===== config.mk =====
export PLATFORM = sky130hd
export DESIGN_NAME = dm_access_ctrl
export DESIGN_NICKNAME = d
export VERILOG_FILES = /design/src/rtl/dm_access_ctrl.sv
export SDC_FILE = /design/constraint.sdc
export NUM_CORES = 1
export LEC_CHECK = 0
export BUFFER_PORTS_ARGS = -buffer_cell sky130_fd_sc_hd__buf_2
export CELL_PAD_IN_SITES_DETAIL_PLACEMENT = 1
export CELL_PAD_IN_SITES_GLOBAL_PLACEMENT = 1
export CORE_UTILIZATION = 38
export DETAILED_ROUTE_END_ITERATION = 8
export PLACE_DENSITY = 0.88
export SLEW_MARGIN = 10
export SYNTH_ARGS = -nofsm -noshare
export SYNTH_HDL_FRONTEND = slang
export SYNTH_SLANG_ARGS = --single-unit

===== constraint.sdc =====
create_clock -name clk -period 4.24 [get_ports clk]
set_input_delay 0.636 -clock clk [delete_from_list [all_inputs] [get_ports clk]]
set_output_delay 0.636 -clock clk [all_outputs]
set_load 0.05 [all_outputs]

===== src/rtl/dm_access_ctrl.sv =====
// dm_access_ctrl: one-request-at-a-time load/store controller between the CPU
// datapath and a word-only data memory. Handles word/halfword/byte loads with
// sign/zero extension and does sub-word stores as read-modify-write. Flags
// misaligned and out-of-range addresses without touching memory.
//
// Handshake: a request is taken on any rising clk edge where o_ready=1 and
// i_req=1 (o_ready is high only in IDLE). i_req is ignored, not queued,
// while busy. o_done pulses for exactly one cycle per accepted request.
// o_addr_err and o_rdata are valid with o_done and are held until the next
// accept.
module dm_access_ctrl #(
    parameter int ADDR_BITS = 12
) (
    input  logic        clk,
    input  logic        reset,
    input  logic        i_req,
    input  logic [2:0]  i_op,
    input  logic [31:0] i_addr,
    input  logic [31:0] i_wdata,
    output logic        o_ready,
    output logic        o_done,
    output logic [31:0] o_rdata,
    output logic        o_addr_err,
    output logic        o_dm_we,
    output logic [31:0] o_dm_addr,
    output logic [31:0] o_dm_din,
    input  logic [31:0] i_dm_dout,
    output logic [1:0]  o_state
);

    localparam logic [2:0] OP_LW  = 3'b000;
    localparam logic [2:0] OP_LH  = 3'b001;
    localparam logic [2:0] OP_LHU = 3'b010;
    localparam logic [2:0] OP_LB  = 3'b011;
    localparam logic [2:0] OP_LBU = 3'b100;
    localparam logic [2:0] OP_SW  = 3'b101;
    localparam logic [2:0] OP_SH  = 3'b110;
    localparam logic [2:0] OP_SB  = 3'b111;

    typedef enum logic [1:0] {
        S_IDLE = 2'd0,
        S_RD   = 2'd1,
        S_WR   = 2'd2,
        S_DONE = 2'd3
    } state_t;

    state_t      r_state;
    logic        r_ready;
    logic        r_done;
    logic        r_addr_err;
    logic [31:0] r_rdata;
    logic [2:0]  r_op;
    logic [31:0] r_addr;
    logic [31:0] r_word;

    logic        w_out_of_range;
    logic        w_misaligned;
    logic        w_is_load;
    logic [7:0]  w_byte;
    logic [15:0] w_half;
    logic [31:0] w_load_val;
    logic [31:0] w_merged;

    assign w_out_of_range = |i_addr[31:ADDR_BITS];
    assign w_is_load      = (r_op <= OP_LBU);

    // Alignment check of the incoming request, decoded from the live op.
    always_comb begin
        w_misaligned = 1'b0;
        case (i_op)
            OP_LW, OP_SW:         w_misaligned = |i_addr[1:0];
            OP_LH, OP_LHU, OP_SH: w_misaligned = i_addr[0];
            default:              w_misaligned = 1'b0;
        endcase
    end

    // Lane selection and extension of the word read back from memory.
    always_comb begin
        w_byte     = 8'h00;
        w_half     = r_addr[1] ? i_dm_dout[31:16] : i_dm_dout[15:0];
        w_load_val = 32'h0;
        case (r_addr[1:0])
            2'd0:    w_byte = i_dm_dout[7:0];
            2'd1:    w_byte = i_dm_dout[15:8];
            2'd2:    w_byte = i_dm_dout[23:16];
            default: w_byte = i_dm_dout[31:24];
        endcase
        case (r_op)
            OP_LW:   w_load_val = i_dm_dout;
            OP_LH:   w_load_val = {{16{w_half[15]}}, w_half};
            OP_LHU:  w_load_val = {16'h0, w_half};
            OP_LB:   w_load_val = {{24{w_byte[7]}}, w_byte};
            OP_LBU:  w_load_val = {24'h0, w_byte};
            default: w_load_val = 32'h0;
        endcase
    end

    // Read-modify-write merge: replace only the addressed lane, keep the rest.
    always_comb begin
        w_merged = i_dm_dout;
        if (r_op == OP_SH) begin
            if (r_addr[1]) w_merged[31:16] = r_word[15:0];
            else           w_merged[15:0]  = r_word[15:0];
        end else if (r_op == OP_SB) begin
            case (r_addr[1:0])
                2'd0:    w_merged[7:0]   = r_word[7:0];
                2'd1:    w_merged[15:8]  = r_word[7:0];
                2'd2:    w_merged[23:16] = r_word[7:0];
                default: w_merged[31:24] = r_word[7:0];
            endcase
        end
    end

    // Control FSM with registered handshake and result outputs.
    always_ff @(posedge clk) begin
        if (reset) begin
            r_state    <= S_IDLE;
            r_ready    <= 1'b1;
            r_done     <= 1'b0;
            r_addr_err <= 1'b0;
            r_rdata    <= 32'h0;
            r_op       <= OP_LW;
            r_addr     <= 32'h0;
            r_word     <= 32'h0;
        end else begin
            case (r_state)
                S_IDLE: begin
                    r_done <= 1'b0;
                    if (i_req) begin
                        r_op       <= i_op;
                        r_addr     <= i_addr;
                        // r_word holds the store data until RD turns it into the merged word
                        r_word     <= i_wdata;
                        r_rdata    <= 32'h0;
                        r_ready    <= 1'b0;
                        if (w_out_of_range || w_misaligned) begin
                            r_addr_err <= 1'b1;
                            r_done     <= 1'b1;
                            r_state    <= S_DONE;
                        end else begin
                            r_addr_err <= 1'b0;
                            r_state    <= (i_op == OP_SW) ? S_WR : S_RD;
                        end
                    end
                end
                S_RD: begin
                    if (w_is_load) begin
                        r_rdata <= w_load_val;
                        r_done  <= 1'b1;
                        r_state <= S_DONE;
                    end else begin
                        r_word  <= w_merged;
                        r_state <= S_WR;
                    end
                end
                S_WR: begin
                    r_done  <= 1'b1;
                    r_state <= S_DONE;
                end
                default: begin
                    r_done  <= 1'b0;
                    r_ready <= 1'b1;
                    r_state <= S_IDLE;
                end
            endcase
        end
    end

    // Memory port is quiet outside RD/WR; the write strobe is masked by reset
    // so an operation interrupted in WR never lands a partial write.
    assign o_dm_we    = (r_state == S_WR) && !reset;
    assign o_dm_addr  = (r_state == S_RD || r_state == S_WR) ? {r_addr[31:2], 2'b00} : 32'h0;
    assign o_dm_din   = (r_state == S_WR) ? r_word : 32'h0;

    assign o_ready    = r_ready;
    assign o_done     = r_done;
    assign o_rdata    = r_rdata;
    assign o_addr_err = r_addr_err;
    assign o_state    = r_state;

endmodule


==> summary.md, run 1 <==
| Metric | Value |
|---|---|
| Outcome | `complete, no violations` |
| GRT Total Usage | `0.271` |
| Reg2Reg Launch Point | `r_addr[1]$_SDFFE_PP0P_` |
| TritonCTS buffer count | `9` |
| Synth Warn # | `0` |
| Chip Width | `122 um` |
| Critical-path cell list | `inv_1, ha_1, and2_1, buf_2` |
| Hold Path Cell Cnt | `2` |
| Worst-path fanout max | `34` |
| Height of the die | `122 um` |
| Hold Path End | `o_rdata[16]$_SDFFE_PP0P_` |
| # setup viols final | `0` |
| Crit Path Class | `register to primary output` |
| H-tree depth | `3` |
| Register area | `0.00208 mm2` |
| Syn Inst Count | `673` |
| Most common cell after layout, fill and taps aside | `buf_2` |
| Top_reg_cell synth | `dfxtp_1` |
| Largest net degree at the start of global routing | `51` |
| Area share of the largest cell type after synthesis | `0.378` |
| Setup Skew | `0.00996 ns` |
| Post-synthesis cell area | `0.00551 mm2` |
| Residual DRC | `0` |
| Buf/Inv on CP | `2` |
| Worst hold slack | `0.447 ns` |
| Worst-Skew Late Latency | `0.36 ns` |
| Leading area contributor after synthesis | `dfxtp_1` |
| Final cell count without fillers | `1026` |
| Layout cells sized above 1 | `0.309` |
| Hold_sp | `o_rdata[16]$_SDFFE_PP0P_` |
| Total wire length | `20200 um` |
| Initial antenna violation count | `0` |
| Endpoint class of the critical path | `primary output` |
| Die Area | `0.0150 mm2` |
| Synth Area per Inst | `8.19 um2` |
| Synth Area in XOR/XNOR | `0.00159` |
| GR Overflow Total | `0` |
| F_max | `355 MHz` |
| Synth area leaders | `dfxtp_1, nand2_1, a21oi_1` |
| Clock sink count | `104` |
| Hold Crit Class | `register to register` |
| Via/cell ratio | `5.66` |
| Adder-Cell Fraction of Synth Area | `0.0109` |
| Fillers | `1759` |
| R2r setup slk | `1.63 ns` |
| Maximum number of buffers from clock root to sink | `2` |
| Syn-to-layout area delta | `25.0%` |
| Final net count | `947` |
| Post-synthesis async set-or-reset flop share | `0` |
| Req. time, crit path | `3.60 ns` |
| PD cells | `636 mW/mm2` |
| Synth Area in Simple Gates | `0.217` |
| Final period util | `0.665` |
| Most frequent cells in the layout | `buf_2, nand2_1, dfxtp_1` |
| CP delay by family, top | `adder cells` |
| CTS clk-pin slew, worst paths | `0.07 ns` |
| Synth Area in Compound Gates | `0.246` |
| N_diodes | `0` |
| Setup TNS | `0 ns` |
| Sequential fraction of the synthesis area | `0.378` |
| Slowest stage cell on the critical path | `ha_1` |
| Main combinational cell family by area after synthesis | `compound AO/OA/AOI/OAI gates` |
| CTS tree | `yes` |
| Worst vdd ir | `0.307 mV` |
| Worst reg2reg endpoint | `o_rdata[19]$_SDFFE_PP0P_` |
| CP startpoint kind | `register` |
| LEAKAGE | `3.09 nW` |
| Core area | `0.0140 mm2` |
| FF-to-FF path depth | `4` |
| Postcts setup bufs | `0` |
| Vias in the first global route | `5837` |
| Post-synth EDFFs | `0` |
| Root Driver | `clkbuf_16` |
| WP data arrival | `2.18 ns` |
| DRT antenna net count | `0` |
| # hold bufs at CTS | `0` |
| Iteration count of the initial detailed-routing pass | `4` |
| Slew @ Worst Pin | `1.21 ns` |
| Std cell rows | `43` |
| Post-synthesis mux area share | `0.0951` |
| GPL Wtd Cong | `0.903` |
| Netlist cell types | `59` |
| Resized cells post-CTS | `0` |
| Via count | `5803` |
| Final Max Tran Viols | `0` |
| Initial Util | `0.393` |
| Slew HR | `0.192` |
| I/O Buffers | `201` |
| Dpl hpwl | `15300 um` |
| Initial DRC count | `439` |
| Final hold viol count | `0` |
| Min Tclk post-route | `2.82 ns` |
| Crit-path max cell delay | `0.79 ns` |
| Area of the multi-input gates | `0.00317 mm2` |
| Max cap viols | `0` |
| Unrepaired setup endpoints after global routing | `no` |
| Ports | `204` |
| DR WL/cell | `19.7 um` |
| First-pass GRT wire length | `30900 um` |
| Placed Cells | `1010` |
| Flops & latches, synth | `104` |
-- logic make-up (layout without fill, tap and decap cells) --
| family | after synthesis | count (layout) |
|---|---|---|
| AOI/OAI and AO/OA | 205 | 205 |
| xor gates and xnor gates | 1 | 1 |
| adders and majority gates | 5 | 5 |
| buffers and inverters | 63 | 235 |
| DFF | 104 | 104 |
| muxes | 43 | 43 |
| other | 1 | 2 |
| and+or+nand+nor | 251 | 251 |
-- registers in the layout, summed over array words and instances (netlist names) --
name and count:
o_ready 1, o_state 2, r_op 3, o_rdata 32, r_addr 32, o_addr_err 1, r_word 32, o_done 1
-- cells in the mapped netlist (all sizes together), types with 9 or more instances --
cell type / count
buf: 24
a21o: 9
a22o: 15
dfxtp: 104
inv: 9
clkbuf: 30
and2: 64
mux2i: 34
a211oi: 11
nor2: 43
a21oi: 90
a221o: 15
o21ai: 39
nand2: 120
-- through the flow --
stage | total power, W | setup slack (ns) | util | area (um2)
final | 0.00438 | 1.42 | 0.491 | 6890
after global placement | 0.00345 | 1.78 | 0.469 | 6580
after floorplan | 0.00296 | 1.78 | - | 5520
after detailed placement | 0.00352 | 1.71 | 0.469 | 6580
after global routing | 0.00463 | 1.25 | 0.491 | 6890
after CTS | 0.00439 | 1.39 | 0.491 | 6890
-- worst max path at each step --
stage                     depth (start not counted)  slack, ns                     from                       end
final                                             4       1.42  o_state[0]$_SDFFE_PP0N_              o_dm_din[22]
after global routing                              4       1.25  o_state[0]$_SDFFE_PP0N_              o_dm_addr[2]
after CTS                                         4       1.39  o_state[0]$_SDFFE_PP0N_              o_dm_addr[6]
after detailed placement                          4       1.71   r_addr[1]$_SDFFE_PP0P_  o_rdata[19]$_SDFFE_PP0P_
after global placement                            4       1.78                    reset   o_rdata[1]$_SDFFE_PP0P_
after floorplan                                   4       1.78  o_state[0]$_SDFFE_PP0N_             o_dm_addr[22]
-- layer usage --
metal / up-vias / track usage / wire [um]
li1: 2702 / - / -
met1: 2796 / 0.317 / 8160
met2: 257 / 0.459 / 9790
met3: 48 / 0.0818 / 1740
met4: 0 / 0.110 / 550
met5: - / 0 / 0
-- final cells by class --
class	count	share of cell area
flip-flops and latches	104	0.302
multi-input cells	507	0.460
inverters	9	0.00490
clock buffers	11	0.0352
repair buffers	210	0.156
clock inverters	5	0.00926
well taps	180	0.0327
-- power breakdown --
group          total, W  switching [W]  internal, W  leakage [nW]
combinational   0.00206        0.00146     0.000604          2.09
sequential      0.00145       0.000224      0.00123         0.852
clock          0.000866       0.000388     0.000479         0.146
-- worst reg2reg max path, stage by stage, from the launching register on --
cell	delay, ns
dfxtp_1	0.80
mux2i_1	0.35
a2111oi_4	1.10
a21oi_1	0.09
o21ai_1	0.19
(Power assumes the default switching activity.)
==> inputs of run 2 (changes only) <==
--- a/config.mk
+++ b/config.mk
@@ -8,9 +8,9 @@
 export BUFFER_PORTS_ARGS = -buffer_cell sky130_fd_sc_hd__buf_2
 export CELL_PAD_IN_SITES_DETAIL_PLACEMENT = 1
 export CELL_PAD_IN_SITES_GLOBAL_PLACEMENT = 1
-export CORE_UTILIZATION = 38
+export CORE_UTILIZATION = 36
 export DETAILED_ROUTE_END_ITERATION = 8
-export PLACE_DENSITY = 0.88
+export PLACE_DENSITY = 0.84
 export SLEW_MARGIN = 10
 export SYNTH_ARGS = -nofsm -noshare
 export SYNTH_HDL_FRONTEND = slang
==> constraint.sdc (replaced) <==
create_clock -name clk -period 2.76 [get_ports clk]
set_input_delay 0.414 -clock clk [delete_from_list [all_inputs] [get_ports clk]]
set_output_delay 0.414 -clock clk [all_outputs]
set_load 0.05 [all_outputs]
==> run 2 against run 1 <==
Net effect: count of clock-buffer cells in the layout fell by 1; die area up 5.5%; register-to-register slack got worse by 1.2 ns; clock skew is 0.0015 ns lower; clock power increased by 63%; critical path depth stayed put; sequential power is 52% higher; first-iteration DRC count grew 5.9%; hold slack worse by 0.14 ns; power grew 56%; worst setup slack worse by 1.1 ns; critical endpoint is now o_dm_din[13]; largest cell class unchanged.
==> summary.md, run 2 (same netlist as run 1, synthesis figures left out) <==
| Metric | Value |
|---|---|
| Std cell rows | `44 (+2.3%)` |
| Root Driver | `clkbuf_16` |
| P_int | `0.00366 W (+58%)` |
| Total wire length | `19600 um (-3.1%)` |
| Final period util | `0.890` |
| R2r setup slk | `0.40 ns (-1.23 ns)` |
| PD cells | `980 mW/mm2 (+54%)` |
| Initial antenna violation count | `0 (unchanged)` |
| CTS clk-pin slew, worst paths | `0.07 ns (about the same)` |
| Switch share | `0.464 (-0.00805)` |
| Die Area | `0.0158 mm2 (+5.5%)` |
| Via/cell ratio | `5.47 (-3.3%)` |
| GR Overflow Total | `0 (unchanged)` |
| Fillers | `1882 (+7.0%)` |
| GPL Wtd Cong | `0.865 (-4.3%)` |
| Endpoint class of the critical path | `primary output` |
| N_diodes | `0 (unchanged)` |
| Worst-Skew Late Latency | `0.35 ns (about the same)` |
| Worst-path fanout max | `34 (unchanged)` |
| Core area | `0.0148 mm2 (+5.1%)` |
| Height of the die | `126 um (+2.7%)` |
| DR WL/cell | `18.9 um (-4.0%)` |
| Initial DRC count | `465 (+5.9%)` |
| Via count | `5665 (-2.4%)` |
| Postcts setup bufs | `0 (unchanged)` |
| Req. time, crit path | `2.35 ns (-1.25 ns)` |
| Resized cells post-CTS | `0 (unchanged)` |
| Layout cells sized above 1 | `0.315 (+0.00604)` |
| Hold_sp | `i_addr[10]` |
| # hold bufs at CTS | `0 (unchanged)` |
| Final Max Tran Viols | `0 (unchanged)` |
| Combinational fraction of design power | `0.472 (+0.002)` |
| DRT antenna net count | `0 (unchanged)` |
| TritonCTS buffer count | `9 (unchanged)` |
| Iteration count of the initial detailed-routing pass | `5 (+1)` |
| Final hold viol count | `0 (unchanged)` |
| Crit path launch | `o_state[0]$_SDFFE_PP0N_` |
| Initial Util | `0.374 (-0.0189)` |
| Register share of total power | `0.322 (-0.010)` |
| Slew @ Worst Pin | `0.919 ns (-0.294 ns)` |
| Residual DRC | `0 (unchanged)` |
| Max cap viols | `0 (unchanged)` |
| CTS tree | `yes` |
| F_max | `407 MHz` |
| Min Tclk post-route | `2.46 ns` |
| GRT Total Usage | `0.246 (-0.0245)` |
| LEAKAGE | `3.14 nW (+1.6%)` |
| Syn-to-layout area delta | `26.4%` |
| Reg2Reg Launch Point | `o_state[1]$_SDFFE_PP0N_` |
| Hold Crit Class | `input port to register` |
| Clock sink count | `104 (unchanged)` |
| Ports | `204 (unchanged)` |
| Dpl hpwl | `14400 um (-5.5%)` |
| Vias in the first global route | `5421 (-7.1%)` |
| Setup TNS | `0 ns (unchanged)` |
| First-pass GRT wire length | `30300 um (-1.9%)` |
| I/O Buffers | `201 (unchanged)` |
| Final net count | `955 (+0.84%)` |
| Most common cell after layout, fill and taps aside | `buf_2` |
| Final cell count without fillers | `1036 (+0.97%)` |
| Setup Skew | `0.00850 ns (-0.00146 ns)` |
| Unrepaired setup endpoints after global routing | `no` |
| Chip Width | `126 um (+2.7%)` |
| Worst vdd ir | `0.440 mV (+43%)` |
| WP data arrival | `2.04 ns (-0.14 ns)` |
| Outcome | `complete, no violations` |
| CP startpoint kind | `register` |
| Largest net degree at the start of global routing | `50 (-2.0%)` |
| Slew HR | `0.382 (+0.191)` |
| Most frequent cells in the layout | `buf_2, nand2_1, dfxtp_1` |
| Power share of the clock group | `0.206 (+0.008)` |
| Sw Pwr | `0.00317 W (+53%)` |
| # setup viols final | `0 (unchanged)` |
| Maximum number of buffers from clock root to sink | `2 (unchanged)` |
| Placed Cells | `1022 (+1.2%)` |
| Crit Path Class | `register to primary output` |
| H-tree depth | `3 (unchanged)` |
| Worst hold slack | `0.303 ns (-0.144 ns)` |
## run 2: final timing paths
path,end,cells past startpoint
max,o_dm_din[13],4
min,r_addr[10]$_SDFFE_PP0P_,3
max reg2reg,r_word[0]$_SDFFE_PP0P_,7
min reg2reg,o_rdata[27]$_SDFFE_PP0P_,2
## run 2: final cells by class
| class | count | area [um2] | area share |
|---|---|---|---|
| Clock buffer | 10 | 239 | 0.0343 |
| Clock inverter | 4 | 77.6 | 0.0111 |
| Inverter | 9 | 33.8 | 0.00485 |
| Multi-Input combinational cell | 507 | 3170 | 0.455 |
| Sequential cell | 104 | 2080 | 0.299 |
| Tap cell | 184 | 230 | 0.0331 |
| Timing Repair Buffer | 218 | 1130 | 0.163 |
## run 2: stage by stage
stage | total power [W] | setup slack (ns) | util | cell area (um2)
4_1_cts | 0.00685 | 0.253 | 0.472 | 6970
6_report | 0.00683 | 0.303 | 0.472 | 6970
3_5_place_dp | 0.00543 | 0.491 | 0.451 | 6650
2_1_floorplan | 0.00454 | 0.495 | - | 5520
3_3_place_gp | 0.00535 | 0.639 | 0.451 | 6650
5_1_grt | 0.00722 | 0.115 | 0.472 | 6970
## run 2: power groups by stage
stage | clock network [W] | logic (W) | registers [W]
6_report | 0.00141 | 0.00322 | 0.00220
2_1_floorplan | 0 | 0.00206 | 0.00248
4_1_cts | 0.00143 | 0.00323 | 0.00219
5_1_grt | 0.00150 | 0.00348 | 0.00224
3_3_place_gp | 0 | 0.00314 | 0.00221
3_5_place_dp | 0 | 0.00321 | 0.00222
## run 2: metal layers
layer	vias up	routed length (um)	global-route usage
met5	-	0	0
met3	39	1350	0.0497
li1	2711	-	-
met4	0	571	0.0971
met2	233	8840	0.386
met1	2682	8860	0.333
## run 2: critical path, stage by stage, from the launching register on
cell and delay (ns):
dfxtp_1 0.35, inv_1 0.10, ha_1 0.73, and2_1 0.24
buf_2 0.26
==> inputs of run 3 (changes only) <==
--- a/config.mk
+++ b/config.mk
@@ -8,9 +8,10 @@
 export BUFFER_PORTS_ARGS = -buffer_cell sky130_fd_sc_hd__buf_2
 export CELL_PAD_IN_SITES_DETAIL_PLACEMENT = 1
 export CELL_PAD_IN_SITES_GLOBAL_PLACEMENT = 1
-export CORE_UTILIZATION = 36
+export CORE_UTILIZATION = 33
+export CTS_BUF_LIST = sky130_fd_sc_hd__clkbuf_2 sky130_fd_sc_hd__clkbuf_4 sky130_fd_sc_hd__clkbuf_8
 export DETAILED_ROUTE_END_ITERATION = 8
-export PLACE_DENSITY = 0.84
+export PLACE_DENSITY = 0.81
 export SLEW_MARGIN = 10
 export SYNTH_ARGS = -nofsm -noshare
 export SYNTH_HDL_FRONTEND = slang
==> constraint.sdc (replaced) <==
create_clock -name clk -period 2.2 [get_ports clk]
set_input_delay 0.33 -clock clk [delete_from_list [all_inputs] [get_ports clk]]
set_output_delay 0.33 -clock clk [all_outputs]
set_load 0.05 [all_outputs]
==> run 3 against run 2 <==
Net effect: combinational power is 30% higher; largest power group unchanged; critical endpoint is now o_dm_addr[14]; clock power is 4% lower; power is 22% higher; clock skew is 0.0092 ns higher.
==> summary.md, run 3 (same netlist as run 1, synthesis figures left out) <==
| Metric | Value |
|---|---|
| Dpl cell area | `0.00679 mm2 (+2.1%)` |
| CTS clk-pin slew, worst paths | `0.12 ns (+0.05 ns)` |
| Chip Width | `131 um (+4.4%)` |
| Finished Core Util | `0.440 (-0.0323)` |
| Most frequent cells in the layout | `buf_2, nand2_1, dfxtp_1` |
| Layout cells sized above 1 | `0.325 (+0.0103)` |
| Most common cell after layout, fill and taps aside | `buf_2` |
| TritonCTS buffer count | `9 (unchanged)` |
| Ports | `204 (unchanged)` |
| Iteration count of the initial detailed-routing pass | `5 (unchanged)` |
| Initial Util | `0.342 (-0.0316)` |
| Crit Path Class | `register to primary output` |
| I/O Buffers | `201 (unchanged)` |
| Min Tclk post-route | `2.08 ns` |
| Root Driver | `clkbuf_8` |
| Largest net degree at the start of global routing | `35 (-30%)` |
| N_diodes | `0 (unchanged)` |
| Slew HR | `0.608 (+0.226)` |
| GPL Wtd Cong | `0.844 (-2.4%)` |
| Hold Path End | `r_addr[6]$_SDFFE_PP0P_` |
| LEAKAGE | `3.15 nW (+0.14%)` |
| GRT Total Usage | `0.227 (-0.0194)` |
| First-pass GRT wire length | `30900 um (+2.1%)` |
| Req. time, crit path | `1.87 ns (-0.48 ns)` |
| Total power | `0.00832 W (+22%)` |
| Via/cell ratio | `5.24 (-4.2%)` |
| Maximum number of buffers from clock root to sink | `2 (unchanged)` |
| Height of the die | `131 um (+4.4%)` |
| Endpoint class of the critical path | `primary output` |
| Critical-path cell list | `inv_1, ha_1, buf_12, and2_1, buf_2` |
| Via count | `5646 (-0.34%)` |
| Initial antenna violation count | `0 (unchanged)` |
| Worst-Skew Late Latency | `0.40 ns (+0.05 ns)` |
| Syn-to-layout area delta | `28.6%` |
| Worst hold slack | `0.153 ns (-0.150 ns)` |
| WP data arrival | `1.75 ns (-0.29 ns)` |
| Final Max Tran Viols | `0 (unchanged)` |
| Vias in the first global route | `5572 (+2.8%)` |
| Final hold viol count | `0 (unchanged)` |
| Fillers | `2059 (+9.4%)` |
| Slowest stage cell on the critical path | `dfxtp_2` |
| FF-to-FF path depth | `7 (unchanged)` |
| Total wire length | `19800 um (+1.2%)` |
| Max cap viols | `0 (unchanged)` |
| Hold Crit Class | `input port to register` |
| Final period util | `0.945` |
| Cell area after layout | `0.00709 mm2 (+1.7%)` |
| DR WL/cell | `18.4 um (-2.8%)` |
| Clock sink count | `104 (unchanged)` |
| Final net count | `963 (+0.84%)` |
| Slew @ Worst Pin | `0.588 ns (-0.331 ns)` |
| Dpl hpwl | `14900 um (+3.1%)` |
| Unrepaired setup endpoints after global routing | `no` |
| PD cells | `1170 mW/mm2 (+20%)` |
| R2r setup slk | `0.18 ns (-0.22 ns)` |
| Worst reg2reg endpoint | `r_word[14]$_SDFFE_PP0P_` |
| Die Area | `0.0172 mm2 (+8.9%)` |
| Worst vdd ir | `0.523 mV (+19%)` |
| GR Overflow Total | `0 (unchanged)` |
| Setup TNS | `0 ns (unchanged)` |
| H-tree depth | `3 (unchanged)` |
| Residual DRC | `0 (unchanged)` |
| Core area | `0.0161 mm2 (+9.2%)` |
| Hold Path Cell Cnt | `3 (unchanged)` |
| CP startpoint kind | `register` |
| Outcome | `complete, no violations` |
| Crit-path max cell delay | `0.39 ns (-0.34 ns)` |
| DRT antenna net count | `0 (unchanged)` |
| Initial DRC count | `317 (-32%)` |
| Reg2Reg Launch Point | `o_state[0]$_SDFFE_PP0N_` |
| Setup Skew | `0.0177 ns (+0.00917 ns)` |
| Hold_sp | `i_addr[6]` |
| Std cell rows | `46 (+4.5%)` |
| # setup viols final | `0 (unchanged)` |
| CTS tree | `yes` |
| Worst-path fanout max | `33 (-2.9%)` |
| Postcts setup bufs | `0 (unchanged)` |
| F_max | `481 MHz` |
[run 3: cell types whose count changed in the layout (fill, tap and decap cells not counted), sizes merged]
cell | previous run | this run
clkinv | 0 | 1
inv | 11 | 14
clkbuf | 10 | 29
buf | 218 | 206
bufinv | 2 | 1
[run 3: report_power, final]
group | internal (W) | leakage [nW] | switching [W] | total [W]
registers | 0.00237 | 0.852 | 0.000410 | 0.00278
logic | 0.00134 | 2.18 | 0.00284 | 0.00418
clock network | 0.000565 | 0.111 | 0.000791 | 0.00136
total | 0.00428 | 3.15 | 0.00404 | 0.00832
[run 3: critical path, delay by kind of cell, from the launching register on]
kind | cells | cell delay [ns]
DFF | 1 | 0.39
and+or+nand+nor | 1 | 0.14
adders and majority gates | 1 | 0.32
buffers and inverters | 3 | 0.51
[run 3: routing by layer]
metal,vias to the layer above,share of wire,global-route usage
li1,2732,-,-
met1,2706,0.46,0.306
met2,176,0.47,0.366
met3,32,0.051,0.0378
met4,0,0.019,0.0762
met5,-,0,0
[run 3: cell type report]
type	count	area, um2	share of cell area
Inverter	9	33.8	0.00477
Clock buffer	9	124	0.0175
Timing Repair Buffer	226	1290	0.183
Sequential cell	104	2080	0.294
Tap cell	216	270	0.0381
Multi-Input combinational cell	507	3190	0.450
Clock inverter	7	95.1	0.0134
[run 3: worst max-delay path by stage]
| stage | to | start | cells after the start | slack, ns |
|---|---|---|---|---|
| after floorplan | r_word[10]$_SDFFE_PP0P_ | o_state[1]$_SDFFE_PP0N_ | 9 | 0.14 |
| after global placement | r_word[20]$_SDFFE_PP0P_ | o_state[0]$_SDFFE_PP0N_ | 7 | 0.15 |
| after detailed placement | r_word[20]$_SDFFE_PP0P_ | o_state[0]$_SDFFE_PP0N_ | 7 | 0.09 |
| after CTS | o_dm_addr[19] | o_state[0]$_SDFFE_PP0N_ | 5 | 0.04 |
| after global routing | o_dm_addr[18] | o_state[0]$_SDFFE_PP0N_ | 5 | 0.002 |
| final | o_dm_addr[14] | o_state[0]$_SDFFE_PP0N_ | 5 | 0.12 |
[run 3: what timing repair did]
item	in CTS	in global routing
gates resized for setup	1	24
setup endpoints to repair	28	46
hold buffers	0	0
hold endpoints to repair	0	0
[run 3: stage by stage]
| step | cells | setup WS, ns |
|---|---|---|
| 2_1_floorplan | 674 | 0.138 |
| 3_3_place_gp | 1062 | 0.146 |
| 3_5_place_dp | 1062 | 0.0900 |
| 4_1_cts | 1078 | 0.0351 |
| 5_1_grt | 1078 | 0.00182 |
| 6_report | 1078 | 0.120 |
